$ cat src/rtl/handshake_pkg.sv
// Shared types for the request-confirm handshake initiator.
// Holds the FSM state encoding, word width and phase-counter sizing.
package handshake_pkg;

  localparam int WORD_W = 4;

  typedef enum logic [2:0] {
    S_IDLE,
    S_REQ,
    S_DATA,
    S_CONF,
    S_CHECK,
    S_GAP
  } state_t;

  // Down-counters are loaded with N-1, so they need clog2 of the
  // largest phase length, with a floor of one bit.
  function automatic int cnt_width(
    input int a,
    input int b,
    input int c,
    input int d
  );
    int m;
    m = a;
    if (b > m) m = b;
    if (c > m) m = c;
    if (d > m) m = d;
    return (m < 2) ? 1 : $clog2(m);
  endfunction

endpackage

$ cat src/rtl/req_confirm_initiator_fifo.sv
// Small synchronous FIFO with a registered count; pop returns the head
// on the same edge. Ports: push/push_data in, pop in, head/full/empty out.
module sync_fifo #(
  parameter int DEPTH = 4,
  parameter int WIDTH = 4
) (
  input  logic             clk,
  input  logic             rst,
  input  logic             push,
  input  logic [WIDTH-1:0] push_data,
  input  logic             pop,
  output logic [WIDTH-1:0] head,
  output logic             full,
  output logic             empty
);

  localparam int AW = $clog2(DEPTH);

  logic [WIDTH-1:0] mem [DEPTH];
  logic [AW-1:0]    wr_ptr_q, wr_ptr_d;
  logic [AW-1:0]    rd_ptr_q, rd_ptr_d;
  logic [AW:0]      count_q, count_d;
  logic             push_acc;
  logic             pop_acc;

  // Full blocks pushes even when a pop lands on the same edge.
  assign full     = (count_q == (AW+1)'(DEPTH));
  assign empty    = (count_q == '0);
  assign push_acc = push && !full;
  assign pop_acc  = pop && !empty;
  assign head     = mem[rd_ptr_q];

  always_comb begin
    wr_ptr_d = wr_ptr_q;
    rd_ptr_d = rd_ptr_q;
    count_d  = count_q;
    if (push_acc) wr_ptr_d = wr_ptr_q + 1'b1;
    if (pop_acc)  rd_ptr_d = rd_ptr_q + 1'b1;
    unique case ({push_acc, pop_acc})
      2'b10:   count_d = count_q + 1'b1;
      2'b01:   count_d = count_q - 1'b1;
      default: count_d = count_q;
    endcase
  end

  always_ff @(posedge clk or posedge rst) begin
    if (rst) begin
      wr_ptr_q <= '0;
      rd_ptr_q <= '0;
      count_q  <= '0;
    end else begin
      wr_ptr_q <= wr_ptr_d;
      rd_ptr_q <= rd_ptr_d;
      count_q  <= count_d;
    end
  end

  always_ff @(posedge clk) begin
    if (push_acc) mem[wr_ptr_q] <= push_data;
  end

endmodule

$ cat src/rtl/req_confirm_initiator.sv
// Transmit side of the req/din/confirm handshake: queues words, then
// drives req, din and a timed confirm, and checks the dout_right echo.
// Ports: push_* upstream queue, req/din/confirm to responder,
// dout_right echo in, busy/sent_cnt/err status (all registered).
import handshake_pkg::*;

module req_confirm_initiator #(
  parameter int DEPTH      = 4,
  parameter int REQ_SETUP  = 2,
  parameter int DATA_SETUP = 2,
  parameter int CONF_HOLD  = 2,
  parameter int GAP        = 1
) (
  input  logic              clk,
  input  logic              rst,
  input  logic              push_valid,
  input  logic [WORD_W-1:0] push_data,
  output logic              push_ready,
  output logic              req,
  output logic [WORD_W-1:0] din,
  output logic              confirm,
  input  logic [WORD_W-1:0] dout_right,
  output logic              busy,
  output logic [7:0]        sent_cnt,
  output logic              err
);

  localparam int CNT_W =
    cnt_width(REQ_SETUP, DATA_SETUP, CONF_HOLD, GAP);

  localparam logic [CNT_W-1:0] LD_REQ  = CNT_W'(REQ_SETUP - 1);
  localparam logic [CNT_W-1:0] LD_DATA = CNT_W'(DATA_SETUP - 1);
  localparam logic [CNT_W-1:0] LD_CONF = CNT_W'(CONF_HOLD - 1);
  localparam logic [CNT_W-1:0] LD_GAP  = CNT_W'(GAP - 1);

  state_t            state_q, state_d;
  logic [CNT_W-1:0]  cnt_q, cnt_d;
  logic [WORD_W-1:0] word_q, word_d;
  logic              req_q, req_d;
  logic [WORD_W-1:0] din_q, din_d;
  logic              confirm_q, confirm_d;
  logic              busy_q, busy_d;
  logic [7:0]        sent_q, sent_d;
  logic              err_q, err_d;

  logic              pop;
  logic [WORD_W-1:0] head;
  logic              full;
  logic              empty;

  sync_fifo #(
    .DEPTH (DEPTH),
    .WIDTH (WORD_W)
  ) u_fifo (
    .clk       (clk),
    .rst       (rst),
    .push      (push_valid),
    .push_data (push_data),
    .pop       (pop),
    .head      (head),
    .full      (full),
    .empty     (empty)
  );

  always_comb begin
    state_d = state_q;
    cnt_d   = cnt_q;
    word_d  = word_q;
    sent_d  = sent_q;
    err_d   = err_q;
    pop     = 1'b0;
    unique case (state_q)
      S_IDLE: begin
        if (!empty) begin
          state_d = S_REQ;
          cnt_d   = LD_REQ;
        end
      end
      S_REQ: begin
        if (cnt_q == '0) begin
          pop     = 1'b1;
          word_d  = head;
          state_d = S_DATA;
          cnt_d   = LD_DATA;
        end else begin
          cnt_d = cnt_q - 1'b1;
        end
      end
      S_DATA: begin
        if (cnt_q == '0) begin
          state_d = S_CONF;
          cnt_d   = LD_CONF;
        end else begin
          cnt_d = cnt_q - 1'b1;
        end
      end
      S_CONF: begin
        if (cnt_q == '0) begin
          state_d = S_CHECK;
          cnt_d   = '0;
        end else begin
          cnt_d = cnt_q - 1'b1;
        end
      end
      S_CHECK: begin
        sent_d = sent_q + 8'd1;
        if (dout_right != word_q) err_d = 1'b1;
        // Queued words follow back-to-back under the same req.
        if (!empty) begin
          pop     = 1'b1;
          word_d  = head;
          state_d = S_DATA;
          cnt_d   = LD_DATA;
        end else begin
          state_d = S_GAP;
          cnt_d   = LD_GAP;
        end
      end
      S_GAP: begin
        if (cnt_q == '0) begin
          state_d = S_IDLE;
          cnt_d   = '0;
        end else begin
          cnt_d = cnt_q - 1'b1;
        end
      end
      default: begin
        state_d = S_IDLE;
        cnt_d   = '0;
      end
    endcase
  end

  // Outputs decoded from the next state so they come straight off flops.
  always_comb begin
    req_d     = (state_d == S_REQ)  || (state_d == S_DATA) ||
                (state_d == S_CONF) || (state_d == S_CHECK);
    din_d     = ((state_d == S_DATA) || (state_d == S_CONF) ||
                 (state_d == S_CHECK)) ? word_d : '0;
    confirm_d = (state_d == S_CONF);
    busy_d    = (state_d != S_IDLE);
  end

  always_ff @(posedge clk or posedge rst) begin
    if (rst) begin
      state_q   <= S_IDLE;
      cnt_q     <= '0;
      word_q    <= '0;
      req_q     <= 1'b0;
      din_q     <= '0;
      confirm_q <= 1'b0;
      busy_q    <= 1'b0;
      sent_q    <= '0;
      err_q     <= 1'b0;
    end else begin
      state_q   <= state_d;
      cnt_q     <= cnt_d;
      word_q    <= word_d;
      req_q     <= req_d;
      din_q     <= din_d;
      confirm_q <= confirm_d;
      busy_q    <= busy_d;
      sent_q    <= sent_d;
      err_q     <= err_d;
    end
  end

  assign push_ready = !full;
  assign req        = req_q;
  assign din        = din_q;
  assign confirm    = confirm_q;
  assign busy       = busy_q;
  assign sent_cnt   = sent_q;
  assign err        = err_q;

endmodule

$ cat config.mk
export PLATFORM = sky130hd
export DESIGN_NAME = req_confirm_initiator
export DESIGN_NICKNAME = d
export VERILOG_FILES = /design/src/rtl/handshake_pkg.sv /design/src/rtl/req_confirm_initiator_fifo.sv /design/src/rtl/req_confirm_initiator.sv
export SDC_FILE = /design/constraint.sdc
export NUM_CORES = 1
export LEC_CHECK = 0
export CAP_MARGIN = 40
export CORE_ASPECT_RATIO = 1.1
export CORE_MARGIN = 4
export CORE_UTILIZATION = 25
export CTS_CLUSTER_DIAMETER = 80
export DETAILED_ROUTE_END_ITERATION = 10
export PLACE_DENSITY_LB_ADDON = 0.15
export RECOVER_POWER = 25
export SYNTH_ARGS = -nofsm -noshare
export SYNTH_HDL_FRONTEND = slang
export SYNTH_HIERARCHICAL = 1
export SYNTH_SLANG_ARGS = --single-unit
$ cat constraint.sdc
create_clock -name clk -period 3.6 [get_ports clk]
set_input_delay 0.72 -clock clk [delete_from_list [all_inputs] [get_ports clk]]
set_output_delay 0.72 -clock clk [all_outputs]
set_load 0.05 [all_outputs]
==> impl_summary.txt, run 1 <==
----------------------------------------------------
[Yosys]
  Avg Synthesized Cell Area ... 13.8 um2
  Sequential-to-total area share from yosys stat ... 57.6%
  Total of warnings raised by yosys ... 6
  Register bit total from synthesis ... 47
  Number of cells produced by synthesis ... 158
  Top cell type by total area after synthesis ... dfrtp_1
  Count of different cell masters after synthesis ... 43
  Area share of the leading cell type in the synthesized netlist ... 35.6%
  Syn_nets ... 176
  Cell area after technology mapping ... 0.00218 mm2
  Cells taking the most area after synthesis ... dfrtp_1 36%, edfxtp_1 22%, xnor2_1 5.6%

[Die]
  Width of the chip ... 97.0 um
  Die Span Y ... 106 um
  Std-Cell Core Area ... 0.00845 mm2
  Count of boundary I/O pins ... 28
  Cell row count ... 35
  Starting Density ... 25.8%
  Die outline area ... 0.0103 mm2

[Critical path]
  Critical path endpoint category ... register
  Worst Path Required ... 3.82 ns
  Max incr delay on CP ... 0.49 ns
  Cells along the critical path ... nor3_1, nor2b_1, a21oi_2, inv_1, o31a_2, ha_1, inv_1, fa_1, mux2i_1
  Critical Path Fanout Max ... 6
  Register-to-register path setup slack ... 0.97 ns
  Buf/Inv on CP ... 2
  Cell family with most CP delay ... simple AND/OR/NAND/NOR gates
  Sort of element at the start of the critical path ... register
  Worst EP arrival ... 2.85 ns
  CP max-delay cell ... nor3_1
  Cell repeated most along the worst path ... inv_1
  Type of the setup path with the least slack ... register to register

[Cells and area]
  Area added between synthesis and finish ... 22.4%
  Cell area after layout ... 0.00267 mm2
  Fraction of final layout cells sized beyond drive strength 1 ... 16.9%
  Fillers ... 853
  Number of diodes added for antenna fixing ... 0
  Total number of nets in the final design ... 206

[Clock network]
  Post-CTS Setup Inserts ... 0
  Number of H-tree levels ... 2
  Post-CTS Hold Fix Bufs ... 0
  Number of CTS-inserted buffers ... 5
  Clock input transition at the sequential cells of the worst setup and hold paths ... 0.09 ns
  Number of sinks driven by the clock tree ... 47
  Maximum number of buffers from clock root to sink ... 2
  Clock tree from TritonCTS ... built
  Clock latency reported for the late side of the worst-skew pair ... 0.29 ns
  Cells resized by post-CTS repair ... 0
  Root buffer cell ... clkbuf_8

[Route]
  Number of DRC violations after detailed routing ... 0
  Final ANT Viol Nets ... 0
  Via density per instance ... 4.23
  First-pass iteration count of the detailed router ... 4
  Final Routed Wirelength ... 3950 um
  Total number of vias ... 1268
  WL/cell ... 13.2 um
  DRC violation total after the first TritonRoute iteration ... 30

[Timing]
  Final count of hold timing violations ... 0
  Post-route setup TNS ... 0 ns
  Crit share post-route ... 73.0%
  Count of final setup violators ... 0
  Final worst clock skew ... 0.00296 ns
  Count of final max-slew check failures ... 0
  RSZ-0062 raised after global routing ... no
  Achievable Freq ... 0.380 GHz
  Slew @ Worst Pin ... 0.533 ns
  Post-route minimum period ... 2.63 ns
  Smallest setup slack after layout ... 0.971 ns
  Worst max-slew margin expressed relative to the limit ... 64.2%

[Global route]
  Largest net degree at the start of global routing ... 19
  Number of global-route vias before repair ... 1386
  Global-route congestion overflow total ... 0
  Total routing usage reported by global routing ... 8.23%
  Wire length of the first global-routing pass ... 6800 um
  Initial antenna violation count ... 0

[Pwr]
  IR drop worst, VDD ... 0.306 mV
  Leakage Power ... 1.07 nW
  Power per Cell Area ... 846 mW/mm2

[Placed design]
  Placed Instance Area ... 0.00258 mm2
  Setup Slack @ Placement ... 1.02 ns
  Half-perimeter wire length after detailed placement ... 3080 um
  Gp weighted congestion ... 0.757
  Port Buffer Count ... 27

[Job]
  Max-capacitance violation count ... 0

[Hold path]
  Min-delay worst type ... register to register

[Outcome]
  Outcome ... completed

----------------------------------------------------
## flip-flops by register name (all words and copies together) (netlist names), 2 cells and up
name	cells
sent_cnt	8
u_fifo/mem	16
u_fifo/count_q	3
din	4
state_q	3
u_fifo/rd_ptr_q	2
word_q	4
u_fifo/wr_ptr_q	2
## stage by stage
step           hold slack, ns  utilization, %  total power, W  instances
3_5_place_dp            0.448            30.5         0.00196        292
5_1_grt                 0.519            31.6         0.00242        300
6_report                0.460            31.6         0.00226        300
3_3_place_gp            0.453            30.2         0.00193        291
2_1_floorplan           0.485               -         0.00170        158
4_1_cts                 0.467            31.6         0.00229        300
## final cells by class
type | count | area, um2 | share of cell area, %
repair buffers | 28 | 298 | 11.2
multi-input cells | 94 | 842 | 31.6
inverters | 12 | 45.0 | 1.69
clock buffers | 5 | 68.8 | 2.58
well taps | 111 | 139 | 5.21
clock inverters | 3 | 18.8 | 0.704
flip-flops and latches | 47 | 1260 | 47.1
## metal layers
| metal | GRT usage, % | vias to the layer above | part of all wire, % |
|---|---|---|---|
| met5 | 0 | - | 0 |
| met1 | 9.66 | 634 | 42 |
| met4 | 2.71 | 0 | 1.2 |
| met2 | 14.4 | 26 | 52 |
| met3 | 2.43 | 5 | 4.8 |
| li1 | - | 603 | - |
## layout by cell type, fill, tap and decap left out, types with 3 or more instances in the layout
cell             count
nor3b_1              5
xor2_1               5
clkdlybuf4s50_1     22
mux2i_1              4
ha_1                 6
dfrtp_1             31
and2_2               3
nand4_1              3
mux4_2               4
or3b_2               3
mux2_2               3
edfxtp_1            16
xnor2_1             14
dlygate4sd3_1        5
inv_1               12
nor2_1               5
nand2_1              4
clkbuf_8             5
nor2b_1              6
## cells in the mapped netlist (all sizes together)
library cell	number
a21oi	3
nor2	5
nand2	4
nand4	3
o31a	1
and4	1
mux4	4
and3	1
a21o	1
nor3b	7
and2	4
nor4b	2
mux2i	4
fa	1
xnor2	14
xor2	5
ha	6
dfrtp	31
inv	12
clkbuf	1
or3b	3
a22o	1
nor2b	7
nor3	2
nand2b	1
nand3	2
or2	2
buf	4
o21a	1
edfxtp	16
a2bb2oi	1
or3	1
mux2	4
o21ai	2
o22ai	1
## power by group
part	internal (W)	total (W)	switching, W
Combinational	0.000467	0.00102	0.000553
Clock	0.000136	0.000313	0.000177
Sequential	0.000730	0.000923	0.000193
## worst paths after layout
| check | start | cells past startpoint | endpoint |
|---|---|---|---|
| worst max-delay path | u_fifo/count_q[0] | 9 | u_fifo/count_q[1] |
| worst min-delay path | err | 1 | err |
| worst max register to register | u_fifo/count_q[0] | 9 | u_fifo/count_q[1] |
| worst min register to register | err | 1 | err |
| max in group asynchronous | rst | 3 | din[0] |
| min in group asynchronous | rst | 2 | u_fifo/rd_ptr_q[1] |
## worst reg2reg max path: cells and delay by family, from the launching register on
family                     cells  cell delay (ns)
and+or+nand+nor                2             0.65
AOI/OAI and AO/OA              2             0.46
muxes                          1             0.16
adders and majority gates      2             0.64
buffers and inverters          2             0.18
DFF                            1             0.45
## cells by family after synthesis
logic type,count (synthesis),share of synthesized area [%]
adders and majority gates,7,4.36
muxes,12,8.21
xor gates and xnor gates,19,7.63
AOI/OAI and AO/OA,11,3.56
DFF,47,57.6
and+or+nand+nor,45,14.9
buffers and inverters,17,3.73
Note: power is estimated with default switching activity, not from simulation.
==> run 2: changes to the inputs <==
Clock period 3.6 ns to 2.5 ns, I/O delays scaled along.
==> run 2 against run 1 <==
Against the previous run: global-route usage about the same; sequential share of layout area decreased by 0.57 points; setup slack got worse by 0.83 ns; highest routed layer unchanged; non-clock buffer count increased by 6; critical path depth decreased by 5; worst hold slack improved by 0.00079 ns; largest cell class unchanged; clock skew increased by 0.0075 ns; clock power increased by 54%.
==> impl_summary.txt, run 2 (synthesis gave the netlist of run 1 again) <==
----------------------------------------------------
[Outcome]
  Outcome ... completed

[Timing]
  Post-route minimum period ... 2.36 ns
  Worst max-slew margin expressed relative to the limit ... 12.1%
  Achievable Freq ... 0.424 GHz
  Post-route setup TNS ... 0 ns
  Slew @ Worst Pin ... 1.32 ns
  Count of final max-slew check failures ... 0
  Crit share post-route ... 94.4%
  Final count of hold timing violations ... 0
  Count of final setup violators ... 0
  RSZ-0062 raised after global routing ... no
  Final worst clock skew ... 0.0105 ns

[Cells and area]
  Flip-flop count of the largest register, all copies and words added ... 16
  Fraction of final layout cells sized beyond drive strength 1 ... 19.0%
  Number of diodes added for antenna fixing ... 0
  Most common cell after layout, fill and taps aside ... dfrtp_1
  Total number of nets in the final design ... 212
  Most flop-heavy register ... u_fifo/mem
  Area added between synthesis and finish ... 23.9%
  Post-Layout Cell Count ... 306
  Commonest cells after routing, fill and taps aside ... 31 x dfrtp_1, 26 x clkdlybuf4s50_1, 16 x edfxtp_1
  Fillers ... 842

[Critical path]
  Worst Path Required ... 2.00 ns
  Worst EP arrival ... 1.86 ns
  CP max-delay cell ... clkdlybuf4s50_1
  Sort of element at the start of the critical path ... register
  Critical Path Fanout Max ... 4
  Max incr delay on CP ... 0.70 ns
  Critical path endpoint category ... primary output
  Type of the setup path with the least slack ... register to primary output
  Cell family with most CP delay ... buffers and inverters
  Cells along the critical path ... buf_4, nor3b_4, inv_1, clkdlybuf4s50_1
  Buf/Inv on CP ... 3

[Route]
  Total number of vias ... 1295
  Number of DRC violations after detailed routing ... 0
  Length of routed wiring on met1 ... 1620 um
  WL/cell ... 13.0 um
  First-pass iteration count of the detailed router ... 4
  Final ANT Viol Nets ... 0
  Via density per instance ... 4.23
  Metal3 WL ... 224 um
  Routed wl met2 ... 2060 um
  DRC violation total after the first TritonRoute iteration ... 73
  Final Routed Wirelength ... 3970 um
  Top layer in use ... met4

[Clock network]
  Maximum number of buffers from clock root to sink ... 2
  Post-CTS Setup Inserts ... 0
  Clock input transition at the sequential cells of the worst setup and hold paths ... 0.09 ns
  Number of H-tree levels ... 2
  Number of CTS-inserted buffers ... 5
  Post-CTS Hold Fix Bufs ... 0
  Root buffer cell ... clkbuf_8
  Clock latency reported for the late side of the worst-skew pair ... 0.30 ns
  Cells resized by post-CTS repair ... 0
  Clock tree from TritonCTS ... built
  Number of sinks driven by the clock tree ... 47

[Job]
  Max-capacitance violation count ... 0

[Global route]
  Global-route congestion overflow total ... 0
  Wire length of the first global-routing pass ... 6690 um
  Initial antenna violation count ... 0
  Largest net degree at the start of global routing ... 25
  Total routing usage reported by global routing ... 8.25%
  Number of global-route vias before repair ... 1354

[Pwr]
  Leakage Power ... 1.10 nW
  IR drop worst, VDD ... 0.293 mV
  Power per Cell Area ... 1240 mW/mm2

[Die]
  Count of boundary I/O pins ... 28
  Width of the chip ... 97.0 um
  Die outline area ... 0.0103 mm2
  Std-Cell Core Area ... 0.00845 mm2
  Die Span Y ... 106 um
  Starting Density ... 25.8%
  Cell row count ... 35

[Placed design]
  Half-perimeter wire length after detailed placement ... 3140 um
  Number of placed instances, taps included ... 298
  Gp weighted congestion ... 0.792
  Port Buffer Count ... 27

[Hold path]
  Min-delay worst type ... register to register

----------------------------------------------------
[run 2: cell count changes in the layout (fill, tap and decap cells not counted)]
cell and change:
inv_6 -1, clkinvlp_4 +1, buf_4 +6, clkinv_4 +1, clkbuf_1 +1, clkinvlp_2 -2, clkdlybuf4s50_1 +4, buf_16 -1
dlygate4sd3_1 -4, clkbuf_8 +1
[run 2: per-stage QoR]
step	total power (W)	utilization [%]	hold WS, ns	setup WS, ns	cell area (um2)
floorplan	0.00244	-	0.303	0.205	2180
global placement	0.00285	30.8	0.440	0.323	2610
detailed placement	0.00291	30.8	0.449	0.246	2610
CTS	0.00341	32.0	0.455	0.0959	2700
global route	0.00360	31.9	0.489	0.0446	2700
finish	0.00334	31.9	0.461	0.140	2700
[run 2: final cells by class]
| type | instances | area, um2 | area share, % |
|---|---|---|---|
| multi-input cells | 94 | 842 | 31.2 |
| flip-flops and latches | 47 | 1260 | 46.5 |
| inverters | 12 | 45.0 | 1.67 |
| clock buffers | 6 | 82.6 | 3.06 |
| well taps | 111 | 139 | 5.14 |
| repair buffers | 34 | 319 | 11.8 |
| clock inverters | 2 | 16.3 | 0.602 |
[run 2: worst paths after layout]
path / from / to / slack, ns / depth (start not counted)
worst max-delay path: u_fifo/count_q[0] / push_ready / 0.14 / 4
worst min-delay path: err / err / 0.46 / 1
worst max register to register: cnt_q / u_fifo/count_q[2] / 0.26 / 10
worst min register to register: err / err / 0.46 / 1
max in group asynchronous: rst / word_q[2] / 0.64 / 3
min in group asynchronous: rst / u_fifo/count_q[0] / 0.59 / 2
[run 2: where the power goes]
part / total [W] / switching [W] / internal (W) / leakage (nW)
sequential: 0.00125 / 0.000201 / 0.00105 / 0.536
clock: 0.000481 / 0.000255 / 0.000226 / 0.0474
combinational: 0.00161 / 0.000886 / 0.000724 / 0.514
[run 2: per-layer routing]
layer  up-vias  GRT usage (%)
li1        618              -
met1       638           9.06
met3         6           3.02
met4         0           3.31
met2        33           14.4
met5         -              0
